## src/rtl/dla_reset_seq_pkg.sv

```systemverilog
// Shared types and helpers for the per-domain reset release sequencer.
package dla_reset_seq_pkg;

  typedef enum logic [1:0] {
    S_SYNC,
    S_RELEASE,
    S_RUN,
    S_SOFT_HOLD
  } reset_seq_state_t;

  // Legal parameter set: at least one stage, non-zero gaps, two-flop minimum synchronizer.
  function automatic bit seq_params_ok(input int num_stages, input int gap, input int sync_depth,
                                       input int hold, input int cnt_width);
    return (num_stages >= 1) && (gap >= 1) && (sync_depth >= 2) && (hold >= 1) && (cnt_width >= 1);
  endfunction

  function automatic int max2(input int a, input int b);
    return (a > b) ? a : b;
  endfunction

endpackage

```

## src/rtl/dla_reset_release_sync.sv

```systemverilog
// Async-assert / sync-deassert reset synchronizer: o_sync rises SYNC_DEPTH edges after rst drops.
module dla_reset_release_sync #(
  parameter int SYNC_DEPTH = 3
) (
  input  logic clk,
  input  logic rst,
  output logic o_sync
);

  (* ASYNC_REG = "TRUE" *) logic [SYNC_DEPTH-1:0] sync_q;
  logic [SYNC_DEPTH-1:0] sync_d;

  // Shift a constant 1 in from the bottom of the chain.
  always_comb begin
    sync_d = {sync_q[SYNC_DEPTH-2:0], 1'b1};
  end

  // Chain flops clear immediately on rst.
  always_ff @(posedge clk or posedge rst) begin
    if (rst) sync_q <= '0;
    else     sync_q <= sync_d;
  end

  assign o_sync = sync_q[SYNC_DEPTH-1];

endmodule

```

## src/rtl/dla_reset_release_sequencer.sv

```systemverilog
// Per-domain reset sequencer: synchronizes platform reset release, releases stage resets
// in order with a fixed gap, reports done, and services a req/ack soft reset.
module dla_reset_release_sequencer
  import dla_reset_seq_pkg::*;
#(
  parameter int NUM_STAGES       = 4,
  parameter int STAGE_GAP_CYCLES = 16,
  parameter int SYNC_DEPTH       = 3,
  parameter int SOFT_HOLD_CYCLES = 32,
  parameter int CNT_WIDTH        = 8
) (
  input  logic                  clk,
  input  logic                  i_reset,
  input  logic                  i_soft_reset_req,
  output logic                  o_soft_reset_ack,
  output logic [NUM_STAGES-1:0] o_resetn_stage,
  output logic                  o_done,
  output logic [CNT_WIDTH-1:0]  o_soft_reset_count
);

  localparam int GW = $clog2(max2(STAGE_GAP_CYCLES, SOFT_HOLD_CYCLES) + 1);
  localparam int IW = $clog2(NUM_STAGES + 1);

  if (!seq_params_ok(NUM_STAGES, STAGE_GAP_CYCLES, SYNC_DEPTH, SOFT_HOLD_CYCLES, CNT_WIDTH)) begin : g_bad_params
    $error("dla_reset_release_sequencer: illegal parameter set");
  end

  logic sync_out;

  dla_reset_release_sync #(.SYNC_DEPTH(SYNC_DEPTH)) u_sync (
    .clk    (clk),
    .rst    (i_reset),
    .o_sync (sync_out)
  );

  reset_seq_state_t      state_q, state_d;
  logic [GW-1:0]         cnt_q, cnt_d, cnt_inc;
  logic [IW-1:0]         idx_q, idx_d;
  logic [NUM_STAGES-1:0] stage_q, stage_d;
  logic                  done_q, done_d;
  logic                  ack_q, ack_d;
  logic [CNT_WIDTH-1:0]  count_q, count_d;
  logic                  step;

  // Next-state logic. The cycle in which the synchronizer output is first seen already
  // counts as the first gap cycle, so stage 0 lands SYNC_DEPTH+GAP edges after release.
  always_comb begin
    state_d = state_q;
    cnt_d   = cnt_q;
    idx_d   = idx_q;
    stage_d = stage_q;
    done_d  = done_q;
    ack_d   = 1'b0;
    count_d = count_q;
    cnt_inc = cnt_q + 1'b1;
    step    = 1'b0;

    case (state_q)
      S_SYNC:      step = sync_out;
      S_RELEASE:   step = 1'b1;
      S_RUN: begin
        if (i_soft_reset_req) begin
          ack_d   = 1'b1;
          stage_d = '0;
          done_d  = 1'b0;
          cnt_d   = '0;
          state_d = S_SOFT_HOLD;
          if (!(&count_q)) count_d = count_q + 1'b1;
        end
      end
      S_SOFT_HOLD: begin
        if (cnt_inc == GW'(SOFT_HOLD_CYCLES)) begin
          cnt_d   = '0;
          idx_d   = '0;
          state_d = S_RELEASE;
        end else begin
          cnt_d = cnt_inc;
        end
      end
      default:     state_d = S_SYNC;
    endcase

    // One release-gap tick: release the next stage, or finish after the trailing gap.
    if (step) begin
      state_d = S_RELEASE;
      if (cnt_inc == GW'(STAGE_GAP_CYCLES)) begin
        cnt_d = '0;
        if (idx_q == IW'(NUM_STAGES)) begin
          done_d  = 1'b1;
          state_d = S_RUN;
        end else begin
          for (int k = 0; k < NUM_STAGES; k++) begin
            if (idx_q == IW'(k)) stage_d[k] = 1'b1;
          end
          idx_d = idx_q + 1'b1;
        end
      end else begin
        cnt_d = cnt_inc;
      end
    end
  end

  // All sequencer state; i_reset clears everything asynchronously.
  always_ff @(posedge clk or posedge i_reset) begin
    if (i_reset) begin
      state_q <= S_SYNC;
      cnt_q   <= '0;
      idx_q   <= '0;
      stage_q <= '0;
      done_q  <= 1'b0;
      ack_q   <= 1'b0;
      count_q <= '0;
    end else begin
      state_q <= state_d;
      cnt_q   <= cnt_d;
      idx_q   <= idx_d;
      stage_q <= stage_d;
      done_q  <= done_d;
      ack_q   <= ack_d;
      count_q <= count_d;
    end
  end

  assign o_resetn_stage     = stage_q;
  assign o_done             = done_q;
  assign o_soft_reset_ack   = ack_q;
  assign o_soft_reset_count = count_q;

endmodule
```

## config.mk

```make
export PLATFORM = sky130hd
export DESIGN_NAME = dla_reset_release_sequencer
export DESIGN_NICKNAME = d
export VERILOG_FILES = /design/src/rtl/dla_reset_seq_pkg.sv /design/src/rtl/dla_reset_release_sync.sv /design/src/rtl/dla_reset_release_sequencer.sv
export SDC_FILE = /design/constraint.sdc
export NUM_CORES = 1
export LEC_CHECK = 0
export CORE_ASPECT_RATIO = 1.1
export CORE_MARGIN = 2
export CORE_UTILIZATION = 43
export CTS_BUF_LIST = sky130_fd_sc_hd__clkbuf_16
export DETAILED_ROUTE_END_ITERATION = 10
export SYNTH_ARGS = -nofsm -noshare
export SYNTH_HDL_FRONTEND = slang
export SYNTH_SLANG_ARGS = --single-unit
```

## constraint.sdc

```tcl
create_clock -name clk -period 5.6 [get_ports clk]
set_clock_uncertainty 0.15 [all_clocks]
set_input_delay 1.12 -clock clk [delete_from_list [all_inputs] [get_ports clk]]
set_output_delay 1.12 -clock clk [all_outputs]
set_load 0.03 [all_outputs]
```

* Word-level counts from Yosys, hierarchy flattened
Cells that the tools add are included.
** Operators by class
- Multiplexer cells :: 33
- Equality and inequality tests :: 11
- Bitwise operators :: 1
- Add/sub/neg operators :: 3
- Reductions and logical operators :: 7
** Operators with widths (count)
- two-way mux 6 bit :: 4
- two-way mux 4 bit :: 5
- two-way mux 3 bit :: 5
- case mux 6 bit (2 select lines) :: 1
- two-way mux 1 bit :: 11
- two-way mux 2 bit :: 5
- adder 8 x 1 -> 8 bit (second input constant) :: 1
- AND reduction 8 bit :: 1
- adder 6 x 1 -> 6 bit (second input constant) :: 1
- == test 3 x 2 -> 1 bit (second input constant) :: 2
- == test 6 x 5 -> 1 bit (second input constant) :: 1
- == test 6 bit (second input constant) :: 1
- inequality test 3 bit (second input constant) :: 2
- AND reduction 3 bit :: 2
- == test 2 bit (second input constant) :: 2
- case mux 2 bit (2 select lines) :: 1
- adder 3 x 1 -> 3 bit (second input constant) :: 1
- == test 3 x 1 -> 1 bit (second input constant) :: 1
- == test 3 bit (second input constant) :: 1
- zero test 3 bit :: 1
- nonzero test 3 bit :: 1
- == test 2 x 1 -> 1 bit (second input constant) :: 1
- zero test 2 bit :: 1
- case mux 1 bit (2 select lines) :: 1
- 2 further kinds :: 2
** Storage, ports and cells
- Input port bits :: 3
- Logic and storage cells :: 63
- Flip-flop bits (word level) :: 28
- Output and inout port bits :: 14

* Logic depth before layout (Yosys ltp)
Gate-level depths: netlist (run 1).
- Depth after elaboration :: 7
- Gate-level depth with buffers :: 7
- Depth with buffers taken out :: 6

* Hierarchy
Synthesis (run 1) repeated with hierarchy kept, for this count alone.
** Unflattened totals
- Cells, all modules :: 129
- Area, all modules :: 1370.1 um2
** Modules (own cells, without submodules)
- dla_reset_release_sequencer :: seq. area each 625.6 um2, cells an instance 124, area each 1287.5 um2, instances 1
- dla_reset_release_sync :: seq. area each 75.1 um2, cells an instance 5, area each 82.6 um2, instances 1

* Worst setup path after synthesis (run 1)
No wires, ideal clock.
- Kind :: input to register
- Start :: in i_soft_reset_req
- End :: reg count_q[7], in the netlist o_soft_reset_count[7]
- Buffers on the path :: 0
- Setup time :: 0.137 ns
- Path slack :: 3.367 ns
- Stages on the path :: 5
- Data arrival time :: 1.946 ns
- Data required time :: 5.313 ns
- Cells stage by stage :: nand3b_4 -> a41oi_4 -> and4_4 -> nand3_1 -> xnor2_1
** On the way
- Cells in the longest elaborated chain, start to end :: 1
** Ends and longest elaborated chain
- start, declared :: line dla_reset_release_sequencer.sv:14 : input logic i_soft_reset_req,
- AND reduction 3 bit (no line)
- end signal, assigned :: line dla_reset_release_sequencer.sv:120 : count_q <= count_d;
- end, declared :: line dla_reset_release_sequencer.sv:42 : logic [CNT_WIDTH-1:0] count_q, count_d;
No other way between the ends.
A chain may end at the register's enable or synchronous reset.

* Worst setup path after layout (run 1)
- Start :: reg count_q[7], in the netlist o_soft_reset_count[7]
- End :: out o_soft_reset_count[7]
** RTL lines
- end, declared :: line dla_reset_release_sequencer.sv:18 : output logic [CNT_WIDTH-1:0] o_soft_reset_count
No word-level cell between the ends.

==> results of run 1 <==
[path summary, 6_finish.rpt]
path                                            start               endpoint  cells after the start
worst max-delay path            o_soft_reset_count[7]  o_soft_reset_count[7]                      1
worst min-delay path                 u_sync.sync_q[1]       u_sync.sync_q[2]                      0
worst max register to register  o_soft_reset_count[0]  o_soft_reset_count[7]                      6
worst min register to register       u_sync.sync_q[1]       u_sync.sync_q[2]                      0
max in group asynchronous                     i_reset               cnt_q[2]                      2
min in group asynchronous                     i_reset      o_resetn_stage[0]                      2
[report_power, final]
part | internal, µW | switching [µW]
clock | 142 | 67.5
sequential | 250 | 57.2
combinational | 102 | 117
total | 495 | 242
[per-stage QoR]
stage / hold WS (ns) / util (%) / power (µW) / setup WS, ns / instance area, µm²
after floorplan: 0.181 / - / 460 / 3.37 / 1400
after global placement: 0.183 / 51.3 / 530 / 2.80 / 1580
after detailed placement: 0.194 / 51.3 / 529 / 2.76 / 1580
after CTS: 0.210 / 54.7 / 745 / 2.89 / 1680
after global routing: 0.212 / 54.7 / 785 / 2.86 / 1680
final: 0.206 / 54.7 / 737 / 2.90 / 1680
[registers in the layout (all words and copies together) (netlist names)]
signal / flops
cnt_q: 6
idx_q: 3
o_done: 1
o_resetn_stage: 4
o_soft_reset_ack: 1
o_soft_reset_count: 8
state_q: 2
u_sync.sync_q: 3
[cell usage in the layout (no fill, tap or decap), types with 4 or more instances in the layout]
cell and instances:
xor2_1 4, nand2_1 12, clkdlybuf4s50_1 16, xnor2_1 4, dfrtp_1 28, ha_1 7
nor2_1 8, o21ai_0 8, nand3_1 8, inv_1 8
[area by class of cell]
type	instances	area (µm²)	area share [%]
flip-flops and latches	28	701	41.6
multi-input cells	90	644	38.3
repair buffers	16	160	9.52
clock buffers	3	75.1	4.46
well taps	34	42.5	2.53
clock inverters	1	30.0	1.78
inverters	8	30.0	1.78
[Yosys cell counts (all sizes together)]
master   n
nand4    1
o22ai    1
and2     1
a211oi   1
and3     1
a31oi    2
nor2b    3
and4     1
inv      8
nand2   12
a32o     1
o221ai   1
o21a     1
dfrtp   28
nand3    8
ha       7
o21bai   1
nand2b   2
nor2     8
xor2     4
a21o     2
nand3b   1
a211o    1
conb     1
buf      3
o21ai    9
a21oi    1
a22o     3
mux2     1
mux2i    2
xnor2    4
a41oi    2
nor3     4
o31ai    3
[metal layers]
layer	track usage, %	wire length (µm)
met4	7.85	61
met1	20.2	1220
met3	2.43	70
met5	0	0
met2	23.9	1160
[cells by family (layout without fill, tap and decap cells)]
group,after synthesis,count (layout)
and+or+nand+nor,42,42
muxes,3,3
adders and majority gates,7,7
AOI/OAI and AO/OA,29,29
buffers and inverters,11,28
DFF,28,28
xor gates and xnor gates,8,8
other,1,1
==> run_results.csv, run 1 <==
group,metric,value,unit
placed_design,dp_hpwl,1.83,mm
sta,relSlewSlack,31.5,%
worst_setup_path,max_stage_delay,0.71,ns
drt,antenna_left,0,
die,die-area,3720,µm²
yosys,synth.area.mux_share,2.24,%
sta,setup_tns,0,ns
worst_setup_path,cp_data_required_time,4.33,ns
drt,wirelength,2.51,mm
worst_setup_path,critPathSlowestCell,"clkdlybuf4s50_1",
sta,rsz0062_at_grt,"false",
power,power.leakage,0.000772,µW
die,fp.dieW,58.3,µm
grt,first_global_vias,978,
yosys,synth_top_family_by_area,"simple AND/OR/NAND/NOR gates",
die,ios,17,
sta,finalSetupViolCount,0,
worst_setup_path,setup.worst_path.class,"register to output port",
sta,fin_crit,2.70,ns
yosys,synth.yosys.seq_area_share,50.2,%
die,start_util,45.4,%
grt,grt_use_total,15.3,%
power,powerDensity,438,nW/µm²
drt,avgViaCountPerCell,5.27,
clock_network,cts.clk_slew.worst_paths,0.07,ns
die,die_h,63.8,µm
worst_setup_path,crit_path_start_kind,"register",
clock_network,insertion_delay,0.27,ns
die,rows,21,
yosys,synth_area_leaders,"dfrtp_1 50%, ha_1 6.3%, nand2_1 3.2%",
clock_network,htreeDepth,1,
worst_setup_path,path_delay_family,"buffers and inverters",
placed_design,dp.cells,176,
cells_and_area,n_antenna_cell,0,
yosys,synth_top_area_share,50.2,%
drt,drc_errors,0,
worst_setup_path,path_buf_inv,1,
hold_path,hp-class,"register to register",
power,peakVddDrop,0.000279,V
yosys,synth_compound_area_share,15.9,%
drt,vias,949,
die,coreArea,3070,µm²
sta,finalCritPeriodShare,48.1,%
yosys,synth_warnings,0,
yosys,avgSynthCellArea,10.8,µm²
drt,wire_per_inst,13.9,µm
worst_setup_path,regToRegSetupSlack,3.68,ns
cells_and_area,drive_gt1_share,8.90,%
yosys,syn_inst,129,
placed_design,io_buffers,16,
grt,grt_start_max_net_pins,29,
cells_and_area,fin_cells,180,
yosys,synthAdderAreaFrac,6.27,%
run_status,status,"finished clean",
yosys,netlist_area,1400,µm²
sta,finalMaxSlewViolations,0,
worst_setup_path,worstPathArrival,1.43,ns
drt,drtIter0Drc,16,
sta,worst_slew_pin_slew,1.03,ns
yosys,synth-simple-area-share,16.4,%
cells_and_area,fillers,286,
yosys,synth.distinct_cells,40,
clock_network,cts_buffer_depth,2,
placed_design,gp_congestion,0.807,
flow_run,maxCapViolCount,0,
sta,timing.fmax,0.371,GHz
sta,hold_violations,0,
worst_setup_path,crit_path_end_kind,"output port",
clock_network,postCtsSetupRepairBufs,0,
clock_network,cts_tree,"built",
cells_and_area,final_nets,157,
yosys,synth_seq_cells,28,
drt,drtPass1Iterations,4,
yosys,synth_xor_xnor_area_share,5.02,%
worst_setup_path,path_cells,"clkdlybuf4s50_1",
clock_network,numClockSinks,28,
grt,antenna_found_initial,0,
yosys,syn_nets,139,
yosys,synth_top_cell_by_area,"dfrtp_1",
grt,globalRoute.totalOverflow,0,
clock_network,cts_resized,0,
worst_setup_path,path_max_fanout,4,
clock_network,numCtsBuffers,3,
clock_network,cts_hold_buf,0,
clock_network,cts-root-buf,"clkbuf_16",
cells_and_area,syn_to_final_growth,20.5,%
grt,grt_pass1_wl,4.32,mm
No activity file was read; power rests on OpenSTA's default activity.
==> inputs of run 2 (changes only) <==
PLACE_DENSITY = 0.67   (was unset)
clock period = 2.2 ns   (was 5.6 ns; I/O delays follow)
==> run_results.csv, run 2 (synthesis results as in run 1) <==
group,metric,value,unit
run_status,status,"finished clean",
die,start_util,45.4,%
sta,timing.hold.ws,0.203,ns
placed_design,io_buffers,16,
worst_setup_path,path_max_fanout,5,
worst_setup_path,crit_path_end_kind,"output port",
drt,vias,1023,
cells_and_area,fillers,256,
cells_and_area,final_common_cell,"dfrtp_1",
power,peakVddDrop,0.000676,V
worst_setup_path,r2r_cells,6,
clock_network,cts_resized,0,
grt,grt_start_max_net_pins,29,
sta,finalCritPeriodShare,90.8,%
grt,antenna_found_initial,0,
drt,wirelength,2.48,mm
sta,hold_violations,0,
power,power.leakage,0.000793,µW
power,powerDensity,1100,nW/µm²
grt,globalRoute.totalOverflow,0,
worst_setup_path,path_cells,"clkdlybuf4s50_1",
hold_path,hp-class,"register to register",
die,die_h,63.8,µm
clock_network,numCtsBuffers,3,
clock_network,numClockSinks,28,
drt,drtIter0Drc,51,
cells_and_area,finalInstanceArea,1710,µm²
cells_and_area,final_nets,161,
clock_network,cts_hold_buf,0,
drt,drtPass1Iterations,4,
worst_setup_path,reg2reg_from,"cnt_q[0]",
drt,drc_errors,0,
cells_and_area,drive_gt1_share,11.3,%
cells_and_area,n_antenna_cell,0,
worst_setup_path,crit_path_start_kind,"register",
sta,finalMaxSlewViolations,0,
placed_design,placed_area,1610,µm²
clock_network,cts-root-buf,"clkbuf_16",
flow_run,maxCapViolCount,0,
clock_network,insertion_delay,0.26,ns
clock_network,cts_tree,"built",
die,fp.dieW,58.3,µm
worst_setup_path,path_delay_family,"buffers and inverters",
cells_and_area,mostFrequentLayoutCells,"28 x dfrtp_1, 16 x clkdlybuf4s50_1, 12 x nand2_1",
worst_setup_path,critPathSlowestCell,"clkdlybuf4s50_1",
grt,grt_use_total,15.4,%
drt,wire_per_inst,13.5,µm
worst_setup_path,cp_data_required_time,1.61,ns
worst_setup_path,setup.worst_path.class,"register to output port",
clock_network,cts_buffer_depth,2,
die,rows,21,
grt,grt_pass1_wl,4.48,mm
grt,first_global_vias,1003,
die,ios,17,
clock_network,postCtsSetupRepairBufs,0,
drt,antenna_left,0,
sta,finalSetupViolCount,0,
cells_and_area,largest_reg_flops,8,
worst_setup_path,regToRegSetupSlack,0.29,ns
placed_design,gp_congestion,0.761,
sta,setup_tns,0,ns
worst_setup_path,worstReg2RegEnd,"o_resetn_stage[1]",
worst_setup_path,max_stage_delay,0.71,ns
cells_and_area,syn_to_final_growth,22.7,%
placed_design,dp.cells,180,
die,die-area,3720,µm²
hold_path,hold_path.startpoint,"u_sync.sync_q[1]",
worst_setup_path,worstPathArrival,1.41,ns
clock_network,htreeDepth,1,
cells_and_area,fin_cells,184,
sta,rsz0062_at_grt,"false",
drt,avgViaCountPerCell,5.56,
worst_setup_path,path_buf_inv,1,
hold_path,hold_path_end,"u_sync.sync_q[2]",
die,coreArea,3070,µm²
hold_path,hold_depth,0,
clock_network,cts.clk_slew.worst_paths,0.07,ns
placed_design,dp_hpwl,1.79,mm
sta,timing.fmax,0.500,GHz
sta,fin_crit,2.00,ns
[run 2: cell count changes in the layout (fill, tap and decap cells not counted)]
cell and delta:
buf_4 +4
[run 2: area by class of cell]
| type | count | area, µm² | area share (%) |
|---|---|---|---|
| multi-input cells | 90 | 644 | 37.6 |
| well taps | 34 | 42.5 | 2.48 |
| flip-flops and latches | 28 | 701 | 40.9 |
| repair buffers | 20 | 190 | 11.1 |
| inverters | 8 | 30.0 | 1.75 |
| clock inverters | 1 | 30.0 | 1.75 |
| clock buffers | 3 | 75.1 | 4.38 |
[run 2: per-stage QoR]
stage	util (%)	power, µW	setup WS [ns]
5_1_grt	55.7	2010	0.0991
3_5_place_dp	52.3	1370	0.150
3_3_place_gp	52.3	1360	0.162
4_1_cts	55.7	1910	0.184
2_1_floorplan	-	1170	0.217
6_report	55.7	1890	0.202
[run 2: worst max path at each step]
stage               slack (ns)                    end             startpoint  cells after the start
detailed placement        0.15  o_soft_reset_count[7]       i_soft_reset_req                      6
finish                    0.20  o_soft_reset_count[6]  o_soft_reset_count[6]                      1
global placement          0.16  o_soft_reset_count[7]       i_soft_reset_req                      6
floorplan                 0.22  o_soft_reset_count[7]  o_soft_reset_count[0]                      6
CTS                       0.18  o_soft_reset_count[6]  o_soft_reset_count[6]                      1
global route               0.1               idx_q[2]               cnt_q[0]                      6
[run 2: where the power goes]
group	total [µW]	internal (µW)	switching, µW
logic	584	277	307
clock network	525	362	163
registers	780	637	142
total	1890	1280	613
[run 2: per-layer routing]
metal | up-vias | part of all wire, % | global-route usage [%] | wire, µm
li1 | 497 | - | - | -
met1 | 502 | 47 | 21.9 | 1160
met2 | 22 | 48 | 23.3 | 1200
met3 | 2 | 3.8 | 2.43 | 94
met4 | 0 | 0.93 | 6.10 | 23
met5 | - | 0 | 0 | 0
==> inputs of run 3 (changes only) <==
MAX_ROUTING_LAYER = met4   (was unset)
==> run_results.csv, run 3 (synthesis results as in run 1) <==
group,metric,value,unit
placed_design,dpl_worst_slack,0.150,ns
worst_setup_path,path_buf_inv,1,
clock_network,cts_buffer_depth,2,
sta,finalMaxSlewViolations,0,
drt,vias,1021,
power,powerDensity,1100,nW/µm²
worst_setup_path,setup.worst_path.class,"register to output port",
drt,drtPass1Iterations,4,
power,power,1890,µW
worst_setup_path,regToRegSetupSlack,0.29,ns
worst_setup_path,max_stage_delay,0.71,ns
die,die-area,3720,µm²
drt,drtIter0Drc,51,
clock_network,numCtsBuffers,3,
clock_network,insertion_delay,0.26,ns
sta,timing.fmax,0.499,GHz
grt,grt_pass1_wl,4.47,mm
worst_setup_path,path_delay_family,"buffers and inverters",
die,coreArea,3070,µm²
flow_run,maxCapViolCount,0,
cells_and_area,post-route-util,55.7,%
sta,hold_violations,0,
grt,grt_use_total,15.7,%
sta,fin_crit,2.01,ns
die,fp.dieW,58.3,µm
worst_setup_path,crit_path_end_kind,"output port",
placed_design,dp_hpwl,1.79,mm
clock_network,cts_hold_buf,0,
placed_design,gp_congestion,0.771,
clock_network,cts.clk_slew.worst_paths,0.07,ns
worst_setup_path,path_max_fanout,5,
cells_and_area,drive_gt1_share,11.3,%
grt,first_global_vias,1001,
drt,avgViaCountPerCell,5.55,
hold_path,hp-class,"register to register",
power,power.leakage,0.000793,µW
clock_network,cts_resized,0,
worst_setup_path,path_cells,"clkdlybuf4s50_1",
die,rows,21,
die,die_h,63.8,µm
grt,antenna_found_initial,0,
cells_and_area,final_common_cell,"dfrtp_1",
power,peakVddDrop,0.000676,V
grt,grt_start_max_net_pins,29,
clock_network,postCtsSetupRepairBufs,0,
drt,drc_errors,0,
worst_setup_path,crit_path_start_kind,"register",
worst_setup_path,worstPathArrival,1.42,ns
cells_and_area,multi_input_area,644,µm²
worst_setup_path,critPathSlowestCell,"clkdlybuf4s50_1",
cells_and_area,final_nets,161,
run_status,status,"finished clean",
drt,wire_per_inst,13.5,µm
clock_network,numClockSinks,28,
placed_design,io_buffers,16,
sta,rsz0062_at_grt,"false",
cells_and_area,mostFrequentLayoutCells,"28 x dfrtp_1, 16 x clkdlybuf4s50_1, 12 x nand2_1",
sta,finalSetupViolCount,0,
cells_and_area,fillers,256,
cells_and_area,n_antenna_cell,0,
cells_and_area,largest_reg_flops,8,
cells_and_area,syn_to_final_growth,22.7,%
die,start_util,45.4,%
grt,globalRoute.totalOverflow,0,
sta,finalCritPeriodShare,91.1,%
sta,setup_tns,0,ns
clock_network,cts-root-buf,"clkbuf_16",
die,ios,17,
cells_and_area,register_area,701,µm²
drt,antenna_left,0,
drt,wirelength,2.48,mm
clock_network,htreeDepth,1,
worst_setup_path,cp_data_required_time,1.61,ns
sta,finalWorstSetupSlack,0.195,ns
clock_network,cts_tree,"built",
run 3: cell counts in the layout (fill, tap and decap cells not counted):
Identical to the previous run, type by type.
run 3: where the power goes:
part / internal (µW) / leakage [µW] / switching, µW
clock network: 362 / 0.0000511 / 163
registers: 637 / 0.000359 / 143
logic: 277 / 0.000382 / 307
total: 1280 / 0.000793 / 613
run 3: stage by stage:
step,std cells,hold slack [ns],instance area (µm²)
floorplan,129,0.181,1400
global placement,180,0.182,1610
detailed placement,180,0.191,1610
CTS,184,0.206,1710
global route,184,0.210,1710
finish,184,0.203,1710
run 3: area by class of cell:
| class | instances | share of cell area, % |
|---|---|---|
| Clock inverter | 1 | 1.75 |
| Multi-Input combinational cell | 90 | 37.6 |
| Inverter | 8 | 1.75 |
| Sequential cell | 28 | 40.9 |
| Timing Repair Buffer | 20 | 11.1 |
| Tap cell | 34 | 2.48 |
| Clock buffer | 3 | 4.38 |
run 3: metal layers:
| layer | vias up | track usage (%) | wire length (µm) |
|---|---|---|---|
| li1 | 497 | - | - |
| met1 | 500 | 21.7 | 1160 |
| met2 | 22 | 23.3 | 1210 |
| met3 | 2 | 2.43 | 88 |
| met4 | 0 | 6.10 | 23 |
| met5 | - | - | 0 |
run 3: path summary, 6_finish.rpt:
check,end,start,cells past startpoint
worst min register to register,u_sync.sync_q[2],u_sync.sync_q[1],0
worst max-delay path,o_soft_reset_count[6],o_soft_reset_count[6],1
worst min-delay path,u_sync.sync_q[2],u_sync.sync_q[1],0
min in group asynchronous,o_soft_reset_count[2],i_reset,3
max in group asynchronous,o_soft_reset_count[3],i_reset,3
worst max register to register,o_resetn_stage[1],cnt_q[0],6
